**config.mk**
```make
export PLATFORM = sky130hd
export DESIGN_NAME = bias_group_scheduler_flat
export DESIGN_NICKNAME = d
export VERILOG_FILES = /design/src/rtl/bias_group_scheduler_if.sv /design/src/rtl/bias_group_scheduler.sv /design/src/flat_wrapper.sv
export SDC_FILE = /design/constraint.sdc
export NUM_CORES = 1
export LEC_CHECK = 0
export ABC_CLOCK_PERIOD_IN_PS = 4200
export BUFFER_PORTS_ARGS = -buffer_cell sky130_fd_sc_hd__buf_2
export CORE_AREA = 2 2 352 354
export DETAILED_ROUTE_END_ITERATION = 16
export DIE_AREA = 0 0 354 356
export SYNTH_ARGS = -nofsm -noshare
export SYNTH_HDL_FRONTEND = slang
export SYNTH_SLANG_ARGS = --single-unit
export TNS_END_PERCENT = 5
```
**constraint.sdc**
```tcl
create_clock -name clk -period 4.2 [get_ports clk]
set_input_delay 0.42 -clock clk [delete_from_list [all_inputs] [get_ports clk]]
set_output_delay 0.42 -clock clk [all_outputs]
set_load 0.005 [all_outputs]
```
**src/rtl/bias_group_scheduler_if.sv**
```systemverilog
// Accumulator-in / biased-result-out stream pair for the bias scheduler.
// The scheduler takes the slave view; the adder-tree side takes master.
interface bias_group_scheduler_if #(
    parameter int N  = 16,
    parameter int DW = 18
);
    logic [N*DW-1:0] acc_in;
    logic            acc_valid;
    logic            acc_ready;
    logic [N*DW-1:0] out_data;
    logic            out_valid;
    logic            out_ready;

    modport master (
        output acc_in,
        output acc_valid,
        output out_ready,
        input  acc_ready,
        input  out_data,
        input  out_valid
    );

    modport slave (
        input  acc_in,
        input  acc_valid,
        input  out_ready,
        output acc_ready,
        output out_data,
        output out_valid
    );
endinterface

```
**src/rtl/bias_group_scheduler.sv**
```systemverilog
// Walks output-channel groups, selects each group's bias vector and adds
// it, saturated, to every adder-tree beat of that group.
module bias_group_scheduler #(
    parameter int N_adder_tree = 16,
    parameter int DW           = 18,
    parameter int GW           = 6,
    parameter int PW           = 12
) (
    input  logic                       clk,
    input  logic                       rst,
    input  logic                       start,
    input  logic [GW-1:0]              cfg_groups,
    input  logic [PW-1:0]              cfg_pixels,
    bias_group_scheduler_if.slave      s,
    output logic [GW-1:0]              bias_sel,
    input  logic [N_adder_tree*DW-1:0] bias_q,
    output logic                       busy,
    output logic                       done
);

    typedef enum logic [1:0] {
        IDLE,
        RUN,
        DRAIN,
        FIN
    } state_t;

    localparam logic [DW-1:0] SMAX = {1'b0, {(DW-1){1'b1}}};
    localparam logic [DW-1:0] SMIN = {1'b1, {(DW-1){1'b0}}};

    state_t                     state;
    state_t                     state_nx;
    logic [GW-1:0]              groups_q;
    logic [PW-1:0]              pixels_q;
    logic [PW-1:0]              pix;
    logic                       accept;
    logic                       last_pix;
    logic                       last_grp;
    logic [N_adder_tree*DW-1:0] sat;

    assign s.acc_ready = (state == RUN) & (~s.out_valid | s.out_ready);
    assign accept      = s.acc_valid & s.acc_ready;
    assign last_pix    = (pix == pixels_q - PW'(1));
    assign last_grp    = (bias_sel == groups_q - GW'(1));
    assign busy        = (state == RUN) | (state == DRAIN);
    assign done        = (state == FIN);

    // One extra bit per lane makes overflow visible as a sign disagreement.
    for (genvar i = 0; i < N_adder_tree; i++) begin : g_lane
        logic [DW:0] sum;
        assign sum = {s.acc_in[DW*(i+1)-1], s.acc_in[DW*i +: DW]}
                   + {bias_q[DW*(i+1)-1], bias_q[DW*i +: DW]};
        assign sat[DW*i +: DW] = (sum[DW] == sum[DW-1]) ? sum[DW-1:0]
                               : (sum[DW] ? SMIN : SMAX);
    end

    always_comb begin
        state_nx = state;
        unique case (state)
            IDLE: begin
                if (start) begin
                    if ((cfg_groups != '0) && (cfg_pixels != '0)) begin
                        state_nx = RUN;
                    end else begin
                        state_nx = FIN;
                    end
                end
            end
            RUN: begin
                if (accept && last_pix && last_grp) begin
                    state_nx = DRAIN;
                end
            end
            DRAIN: begin
                if (!s.out_valid || s.out_ready) begin
                    state_nx = FIN;
                end
            end
            FIN: begin
                state_nx = IDLE;
            end
            default: begin
                state_nx = IDLE;
            end
        endcase
    end

    always_ff @(posedge clk) begin
        if (rst) begin
            state       <= IDLE;
            groups_q    <= '0;
            pixels_q    <= '0;
            pix         <= '0;
            bias_sel    <= '0;
            s.out_data  <= '0;
            s.out_valid <= 1'b0;
        end else begin
            state <= state_nx;
            if ((state == IDLE) && start) begin
                groups_q <= cfg_groups;
                pixels_q <= cfg_pixels;
                pix      <= '0;
                bias_sel <= '0;
            end
            // bias_sel moves only after a beat, so each beat sees its own group.
            if (accept) begin
                if (last_pix) begin
                    pix      <= '0;
                    bias_sel <= last_grp ? '0 : bias_sel + GW'(1);
                end else begin
                    pix <= pix + PW'(1);
                end
            end
            if (accept) begin
                s.out_data  <= sat;
                s.out_valid <= 1'b1;
            end else if (s.out_ready) begin
                s.out_valid <= 1'b0;
            end
        end
    end

endmodule

```
**src/flat_wrapper.sv**
```systemverilog
// flat-port wrapper written by rule: the top's interface ports become plain ports
module bias_group_scheduler_flat 
#(
    parameter int N_adder_tree = 16,
    parameter int DW           = 18,
    parameter int GW           = 6,
    parameter int PW           = 12
)
  (clk, rst, start, cfg_groups, cfg_pixels, bias_sel, bias_q, busy, done, s_acc_in, s_acc_valid, s_out_ready, s_acc_ready, s_out_data, s_out_valid);
  bias_group_scheduler_if #(.N((16)), .DW(DW)) s_i ();
  input  logic clk;
  input  logic rst;
  input  logic start;
  input  logic [GW-1:0] cfg_groups;
  input  logic [PW-1:0] cfg_pixels;
  output logic [GW-1:0] bias_sel;
  input  logic [N_adder_tree*DW-1:0] bias_q;
  output logic busy;
  output logic done;
  input wire logic [$bits(s_i.acc_in)-1:0] s_acc_in;
  input wire logic [$bits(s_i.acc_valid)-1:0] s_acc_valid;
  input wire logic [$bits(s_i.out_ready)-1:0] s_out_ready;
  output wire logic [$bits(s_i.acc_ready)-1:0] s_acc_ready;
  output wire logic [$bits(s_i.out_data)-1:0] s_out_data;
  output wire logic [$bits(s_i.out_valid)-1:0] s_out_valid;
  assign s_i.acc_in = s_acc_in;
  assign s_i.acc_valid = s_acc_valid;
  assign s_i.out_ready = s_out_ready;
  assign s_acc_ready = s_i.acc_ready;
  assign s_out_data = s_i.out_data;
  assign s_out_valid = s_i.out_valid;
  bias_group_scheduler #(.N_adder_tree(N_adder_tree), .DW(DW), .GW(GW), .PW(PW)) u_core (.clk(clk), .rst(rst), .start(start), .cfg_groups(cfg_groups), .cfg_pixels(cfg_pixels), .s(s_i), .bias_sel(bias_sel), .bias_q(bias_q), .busy(busy), .done(done));
endmodule
```
; Yosys cells after proc, flatten, opt, wreduce, memory -nomap -nowiden
; Cells that the tools add are included.
[op_classes]
addsub = 20
n_eq_ne = 24
n_mux = 46
bitwise_logic = 5
reduce_logical = 12
[op_table]
columns = operator, count
row1 = $mux 18, 32
row2 = $add 18x18->19, 16
row3 = $mux 12, 3
row4 = $mux 6, 4
row5 = $eq 1x1->1, 16
row6 = $add 12x1->12 const B, 1
row7 = $eq 12x12->1, 1
row8 = $reduce_bool 12->1, 1
row9 = $sub 12x1->12 const B, 1
row10 = $mux 2, 4
row11 = $pmux 2 s4, 1
row12 = $add 6x1->6 const B, 1
row13 = $eq 6x6->1, 1
row14 = $ne 2x2->1 const B, 3
row15 = $reduce_bool 6->1, 1
row16 = $sub 6x1->6 const B, 1
row17 = $eq 2x2->1 const B, 2
row18 = $logic_and 1x1->1, 4
row19 = $reduce_bool 2->1, 2
row20 = $reduce_and 3->1, 1
row21 = $and 1x1->1, 2
row22 = $eq 2x1->1 const B, 1
row23 = $logic_not 2->1, 1
row24 = $mux 1, 2
row25 = 4 further kinds, 5
[totals]
reg_bits = 327
output_inout_bits = 298
elab_cells = 114

; Longest topological paths before layout
; Gate-level depths: netlist (run 1).
[logic_depth]
depth_word = 8
depth_mapped = 13
depth_no_buf = 12

; Worst setup path before layout (run 1)
; No wires, ideal clock.
[synth_timing]
path_kind = input -> register
from = input port s_acc_in[18]
to = register u_core.s.out_data[34]
t_arrival_ps = 3135
t_required_ps = 4063
slack_ps = 927
cell_stages = 13
n_path_buf = 1
path_cell_list = ha_1 -> inv_1 -> fa_1 -> nor2b_1 -> o31ai_2 -> a211oi_1 -> nor3_1 -> nor3_1 -> or4b_1 -> mux2i_1 -> buf_2 -> maj3_1 -> a211oi_1
[synth_via]
elab_chain_len = 3
word_cells_on_any_way = 4
[synth_lines]
columns = element, line
row1 = start: declaration, flat_wrapper.sv:20  ; input wire logic [$bits(s_i.acc_in)-1:0] s_acc_in;
row2 = $add 18x18->19 (*), bias_group_scheduler.sv:52  ; + {bias_q[DW*(i+1)-1], bias_q[DW*i +: DW]};
row3 = $mux 18 or $eq 1x1->1 (tied branches), "bias_group_scheduler.sv:54, bias_group_scheduler.sv:53"
row4 = $mux 18 (*), bias_group_scheduler.sv:53  ; assign sat[DW*i +: DW] = (sum[DW] == sum[DW-1]) ? sum[DW-1:0]
row5 = end signal: assignment, bias_group_scheduler.sv:115  ; s.out_data <= sat;
row6 = end: declaration, bias_group_scheduler_if.sv:28  ; output out_data,
; Mark *: on every way between the ends. The rest lies on a longest branch, timed or not.
; A chain may end at the register's enable or synchronous reset.

; Final worst setup path (run 1)
[layout_timing]
from = register u_core.pixels_q[0]
to = register u_core.state[1]
[layout_via]
elab_chain_len = 6
[layout_lines]
columns = element, line
row1 = start: declaration, bias_group_scheduler.sv:34  ; logic [PW-1:0] pixels_q;
row2 = start signal: assignment, bias_group_scheduler.sv:101  ; pixels_q <= cfg_pixels;
row3 = $sub 12x1->12, bias_group_scheduler.sv:43  ; assign last_pix = (pix == pixels_q - PW'(1));
row4 = $eq 12x12->1, bias_group_scheduler.sv:43
row5 = $logic_and 1x1->1 (2 in series), bias_group_scheduler.sv:70  ; if (accept && last_pix && last_grp) begin
row6 = $ne 2x2->1 (no line), n/a
row7 = $reduce_and 3->1 (no line), n/a
row8 = end signal: assignment, bias_group_scheduler.sv:98  ; state <= state_nx;
row9 = end: declaration, bias_group_scheduler.sv:31  ; state_t state;
; Every way passes these cells.

==> results of run 1 <==
==> state kept, by name (all words and copies together) (netlist names) <==
name	count
u_core.pixels_q	12
u_core.groups_q	6
u_core.bias_sel	6
u_core.s.out_data	288
u_core.state	2
u_core.s.out_valid	1
u_core.pix	12
==> layout make-up <==
cell class / count / share of cell area (%)
Tap cell: 1637 / 5.65
Inverter: 171 / 1.77
Clock buffer: 73 / 4.10
Sequential cell: 327 / 18.1
Timing Repair Buffer: 951 / 13.8
Antenna cell: 14 / 0.0967
Multi-Input combinational cell: 3027 / 56.4
Clock inverter: 11 / 0.183
==> stage by stage <==
step | power (mW) | utilization (%) | std cells | area [um2]
floorplan | 8.78 | - | 3701 | 28200
global placement | 11.6 | 28.2 | 6113 | 34600
detailed placement | 11.7 | 28.2 | 6113 | 34600
CTS | 15.9 | 29.5 | 6197 | 36200
global route | 16.8 | 29.5 | 6209 | 36200
finish | 15.7 | 29.5 | 6211 | 36200
==> worst min-delay path by stage <==
| stage | startpoint | endpoint | slack (ns) |
|---|---|---|---|
| after floorplan | u_core.groups_q[5]$_SDFFE_PP0P_ | u_core.groups_q[5]$_SDFFE_PP0P_ | 0.45 |
| after global placement | u_core.s.out_data[6]$_SDFFE_PP0P_ | u_core.s.out_data[6]$_SDFFE_PP0P_ | 0.44 |
| after detailed placement | u_core.s.out_data[9]$_SDFFE_PP0P_ | u_core.s.out_data[9]$_SDFFE_PP0P_ | 0.44 |
| after CTS | cfg_groups[2] | u_core.groups_q[2]$_SDFFE_PP0P_ | 0.02 |
| after global routing | cfg_pixels[9] | u_core.pixels_q[9]$_SDFFE_PP0P_ | 0.05 |
| final | cfg_groups[2] | u_core.groups_q[2]$_SDFFE_PP0P_ | 0.07 |
==> power by group <==
part,internal (mW),switching [mW]
Sequential,3.86,0.500
Combinational,2.89,4.39
Clock,2.41,1.64
==> kinds of logic (layout without fill, tap and decap cells) <==
family          count (synthesis)  in the layout
compound gates               1462           1462
xor+xnor                      243            243
fa+ha+maj                     379            379
buf+inv                       347           1206
flops                         327            327
mux                             5              5
other cells                     0             14
simple gates                  938            938
==> layer usage <==
layer  GRT usage (%)  vias to the layer above  wire, um
met3            4.60                      191      8750
met4            6.26                       16      3900
met5               0                        -       109
li1                -                    15300         -
met1            24.0                    14800     55100
met2            31.5                      972     59000
==> worst max-delay path, delay by kind of cell, from the launching register on <==
kind            cells  cell delay (ns)
compound gates      6             1.42
simple gates        3             0.99
flops               1             0.40
fa+ha+maj           1             0.32
buf+inv             2             0.26
==> synth_stat cells, drive strengths merged, types with 23 or more instances <==
cell	n
dfxtp	327
xor2	81
a21oi	450
clkbuf	157
o2111ai	23
o21ai	375
o31ai	32
nand2b	27
xnor2	162
inv	171
nor2	421
nand3	73
nor3	51
or3	29
o211ai	30
a21o	77
a211oi	309
ha	297
o21a	33
nand2	152
and3	58
nor2b	56
maj3	66
==> run metrics, run 1 <==
RD Place Congestion 0.971; die width 354 um; max-slew violations 0; Hold Path Class input port to flip-flop; synthesized instance count 3701; antenna viol nets, final 0; flops & latches, synth 327; Yosys cell types 75; WHS 0.0746 ns; final worst slack 0.713 ns; status finished, final reports clean; crit-path max FO 15; DR vias/cell 5.03; share of cells above drive strength 1 23.4%; startpoint types flip-flop; CTS Buffer Depth 3; crit path to u_core.state[1]$_SDFFE_PP0P_; Die H 356 um; biggest area consumer among synthesized cells dfxtp_1; initial antenna violation count 29; commonest non-fill, non-tap cells in the layout buf_2 (895), a21oi_1 (448), nor2_1 (421); gr ovfl total 0; CTS Buf Count 46; Critical Path AT 4.01 ns; H-tree depth 2; Post-CTS Setup Bufs 0; detailed-placement wirelength estimate 104000 um; IO Pins 897; crit path capture type flip-flop; slowest stage delay, CP 0.43 ns; post-DR wirelength/cell 20.4 um; pin count of the biggest net entering global routing 169; worst-margin pin slew 1.11 ns; maximum operating frequency 287 MHz; clock-pin slew on the worst setup and hold paths 0.06 ns; Reg2Reg Setup Slack 0.71 ns; fillers 13500; Reg area 6550 um2; Final nets 5436; Syn Nets 4613; sequential area share after synthesis 23.2%; CP Launch Point u_core.pixels_q[0]$_SDFFE_PP0P_; crit-path cells inv_1 -> ha_1 -> and2_1 -> o21ai_0 -> a31oi_1 -> or3_1 -> a2111o_1 -> buf_4 -> or3b_1 -> a222oi_1 -> o211ai_1 -> a21oi_1; TritonRoute pass-1 iters 5; I/O Buffers 896; cts hold-fix bufs 0; area delta synth->final 28.6%; area fraction in compound gates after synthesis 32.3%; Root Driver clkbuf_16; core area 123000 um2; Max-Cap Viols 0; post-synthesis mux area share 0.187%; Clk Latency, worst-skew pair 0.61 ns; setup TNS 0 ns; Setup WS pre-CTS 0.589 ns; Crit Reg-Reg Endpoint u_core.state[1]$_SDFFE_PP0P_; via count 31300; vias in the first global route 29100; Avg Cell Area, Syn 7.61 um2; Crit Path Category flip-flop to flip-flop; Peak VDD IR 0.000298 V; EDFF count, synth 0; Final Hold Fails 0; most common cell after layout, fill and taps aside buf_2; leading post-synthesis cells by cell area dfxtp_1 (23%), ha_1 (13%), a211oi_1 (8.2%), a21oi_1 (8.0%), o21ai_0 (6.6%); worst hold stages 3; Remaining DRCs 0; area of the multi-input gates 20400 um2; prevailing post-synth register cell dfxtp_1; routed wire length 127000 um; Initial Utilization 23.0%; RSZ-0062 raised after global routing false; r2r worst-path depth 12; Worst Path Required 4.73 ns; # setup viols final 0; yosys warns 0; GRT Util Overall 19.0%; Slowest-stage cell, CP a222oi_1; Synth top area share 23.2%; reg2reg start u_core.pixels_q[0]$_SDFFE_PP0P_; minimum clock period 3.49 ns; Cell Rows 129; leakage dissipation 16.1 nW; Detailed Route Iter0 Violations 2219; die area 126000 um2; mapped cell area 28200 um2; post-synthesis xor/xnor area fraction 7.55%; slew margin rel. 24.4%; Resized cells post-CTS 0; simple logic cell fraction of the synthesized area 15.4%; main combinational cell family by area after synthesis compound AO/OA/AOI/OAI gates; fraction of registers with async set or reset after synthesis 0%; post-route clock period utilization 83.0%; CTS tree built; post-synthesis adder-cell area fraction 16.7%; Final Skew 0.0185 ns; first-pass GRT wire length 184000 um; clk sinks 327; PwrDens 433 nW/um2
Power figures use the tool's default switching activity.
==> inputs of run 2 (changes only) <==
--- a/config.mk
+++ b/config.mk
@@ -5,7 +5,7 @@
 export SDC_FILE = /design/constraint.sdc
 export NUM_CORES = 1
 export LEC_CHECK = 0
-export ABC_CLOCK_PERIOD_IN_PS = 4200
+export ABC_CLOCK_PERIOD_IN_PS = 3500
 export BUFFER_PORTS_ARGS = -buffer_cell sky130_fd_sc_hd__buf_2
 export CORE_AREA = 2 2 352 354
 export DETAILED_ROUTE_END_ITERATION = 16
==> constraint.sdc (replaced) <==
create_clock -name clk -period 3.5 [get_ports clk]
set_input_delay 0.35 -clock clk [delete_from_list [all_inputs] [get_ports clk]]
set_output_delay 0.35 -clock clk [all_outputs]
set_load 0.005 [all_outputs]
==> run 2 against run 1 <==
Worst hold slack better by 0.011 ns; die area stayed put; non-clock buffer count is 42 higher; clock power is 30% higher; clock skew is 0.0028 ns lower; sequential share of layout area is 0.26 points lower; sequential power is 20% higher; maximum frequency is 8.1% higher; core utilization is 0.43 points higher.
==> run metrics, run 2 (synthesis results as in run 1) <==
Cell Rows 129; Remaining DRCs 0; Post-CTS Setup Bufs 0; clock-pin slew on the worst setup and hold paths 0.06 ns; leakage dissipation 16.4 nW; Slowest-stage cell, CP a2111o_1; crit-path cells inv_1 -> ha_1 -> buf_4 -> nor2_1 -> a211o_1 -> a31oi_1 -> or3_1 -> a2111o_1 -> or3b_1 -> a222oi_1 -> nor2_1 -> a211oi_1; clk sinks 327; Setup WS pre-CTS 0.171 ns; antenna viol nets, final 0; Largest delay share family, worst path compound AO/OA/AOI/OAI gates; Finished Layout Cells 6253; biggest regs u_core.s.out_data x288, u_core.pix x12, u_core.pixels_q x12; Post-Place Cells 6137; Reg2Reg Setup Slack 0.27 ns; post-route design area 36800 um2; max-slew violations 0; post-route clock period utilization 92.2%; die area 126000 um2; Critical Path AT 3.73 ns; CTS Buf Count 45; # setup viols final 0; via count 31500; initial antenna violation count 26; area delta synth->final 30.4%; Reg with most FFs u_core.s.out_data; Final nets 5477; most used cell, CP nor2_1; detailed-placement wirelength estimate 104000 um; maximum operating frequency 310 MHz; status finished, final reports clean; Area after DPL 34900 um2; Max-Cap Viols 0; H-tree depth 2; core area 123000 um2; post-DR wirelength/cell 20.4 um; die width 354 um; Final Skew 0.0157 ns; Hold Path Class input port to flip-flop; minimum clock period 3.23 ns; RD Place Congestion 1.00; buffers plus inverters on the worst setup path 2; Sw Share 40.9%; CTS Buffer Depth 3; PwrDens 526 nW/um2; Die H 356 um; gr ovfl total 0; Internal Power 11.4 mW; commonest non-fill, non-tap cells in the layout buf_2 (895), a21oi_1 (448), nor2_1 (421); crit path capture type flip-flop; Initial Utilization 23.0%; DR vias/cell 5.03; worst-margin pin slew 1.03 ns; pin count of the biggest net entering global routing 150; IO Pins 897; WHS 0.0857 ns; share of cells above drive strength 1 23.8%; RSZ-0062 raised after global routing false; GRT Util Overall 19.1%; slowest stage delay, CP 0.45 ns; Reg power frac 27.1%; routed wire length 128000 um; CTS tree built; TritonRoute pass-1 iters 5; Sw Pwr 7.92 mW; Root Driver clkbuf_16; Detailed Route Iter0 Violations 2104; most common cell after layout, fill and taps aside buf_2; max reg flops 288; first-pass GRT wire length 186000 um; I/O Buffers 896; final worst slack 0.274 ns; startpoint types flip-flop; crit-path max FO 9; Clk Latency, worst-skew pair 0.60 ns; setup TNS 0 ns; Design Power 19.3 mW; Final Hold Fails 0; Worst Path Required 4.00 ns; fin util 30.0%; vias in the first global route 29600; Crit Path Category flip-flop to flip-flop; Comb power frac 45.6%; Peak VDD IR 0.000436 V; slew margin rel. 31.1%; power share of the clock group 27.3%
[run 2: changes by cell type in the layout (fill, tap and decap cells not counted), moves of 2 or more]
| cell | previous run | this run |
|---|---|---|
| buf_12 | 6 | 10 |
| clkbuf_1 | 7 | 3 |
| dlygate4sd3_1 | 0 | 18 |
| bufinv_16 | 0 | 7 |
| clkbuf_16 | 49 | 47 |
| clkbuf_8 | 17 | 14 |
| buf_4 | 49 | 69 |
[run 2: final timing paths]
kind / start / end / cells past startpoint
max: u_core.pixels_q[0]$_SDFFE_PP0P_ / u_core.state[0]$_SDFFE_PP0P_ / 12
min: rst / u_core.s.out_valid$_SDFFE_PP0P_ / 2
max reg2reg: u_core.pixels_q[0]$_SDFFE_PP0P_ / u_core.state[0]$_SDFFE_PP0P_ / 12
min reg2reg: u_core.s.out_data[286]$_SDFFE_PP0P_ / u_core.s.out_data[286]$_SDFFE_PP0P_ / 2
[run 2: power by group through the flow]
stage,registers [mW],logic [mW],clock network (mW)
after floorplan,5.23,5.31,0
after global placement,5.28,8.70,0
after detailed placement,5.31,8.77,0
after CTS,5.24,8.83,5.45
after global routing,5.34,9.82,5.58
final,5.24,8.82,5.28
[run 2: what timing repair did]
item / in CTS / in global routing
resized for setup: 0 / 0
hold endpoints to repair: 18 / 0
hold buffers: 18 / 0
[run 2: metal layers]
| layer | vias up | part of all wire, % | track usage [%] |
|---|---|---|---|
| met4 | 26 | 3.9 | 7.45 |
| met5 | - | 0.11 | 0 |
| met2 | 1059 | 45 | 31.1 |
| li1 | 15400 | - | - |
| met1 | 14700 | 43 | 23.9 |
| met3 | 251 | 8.1 | 5.38 |
[run 2: cell type report]
| cell class | instances | area, um2 |
|---|---|---|
| clock inverters | 20 | 290 |
| diodes | 14 | 35.0 |
| well taps | 1637 | 2050 |
| flip-flops and latches | 327 | 6550 |
| repair buffers | 993 | 5390 |
| multi-input cells | 3027 | 20400 |
| inverters | 171 | 642 |
| fillers | 13300 | 85900 |
| clock buffers | 64 | 1380 |
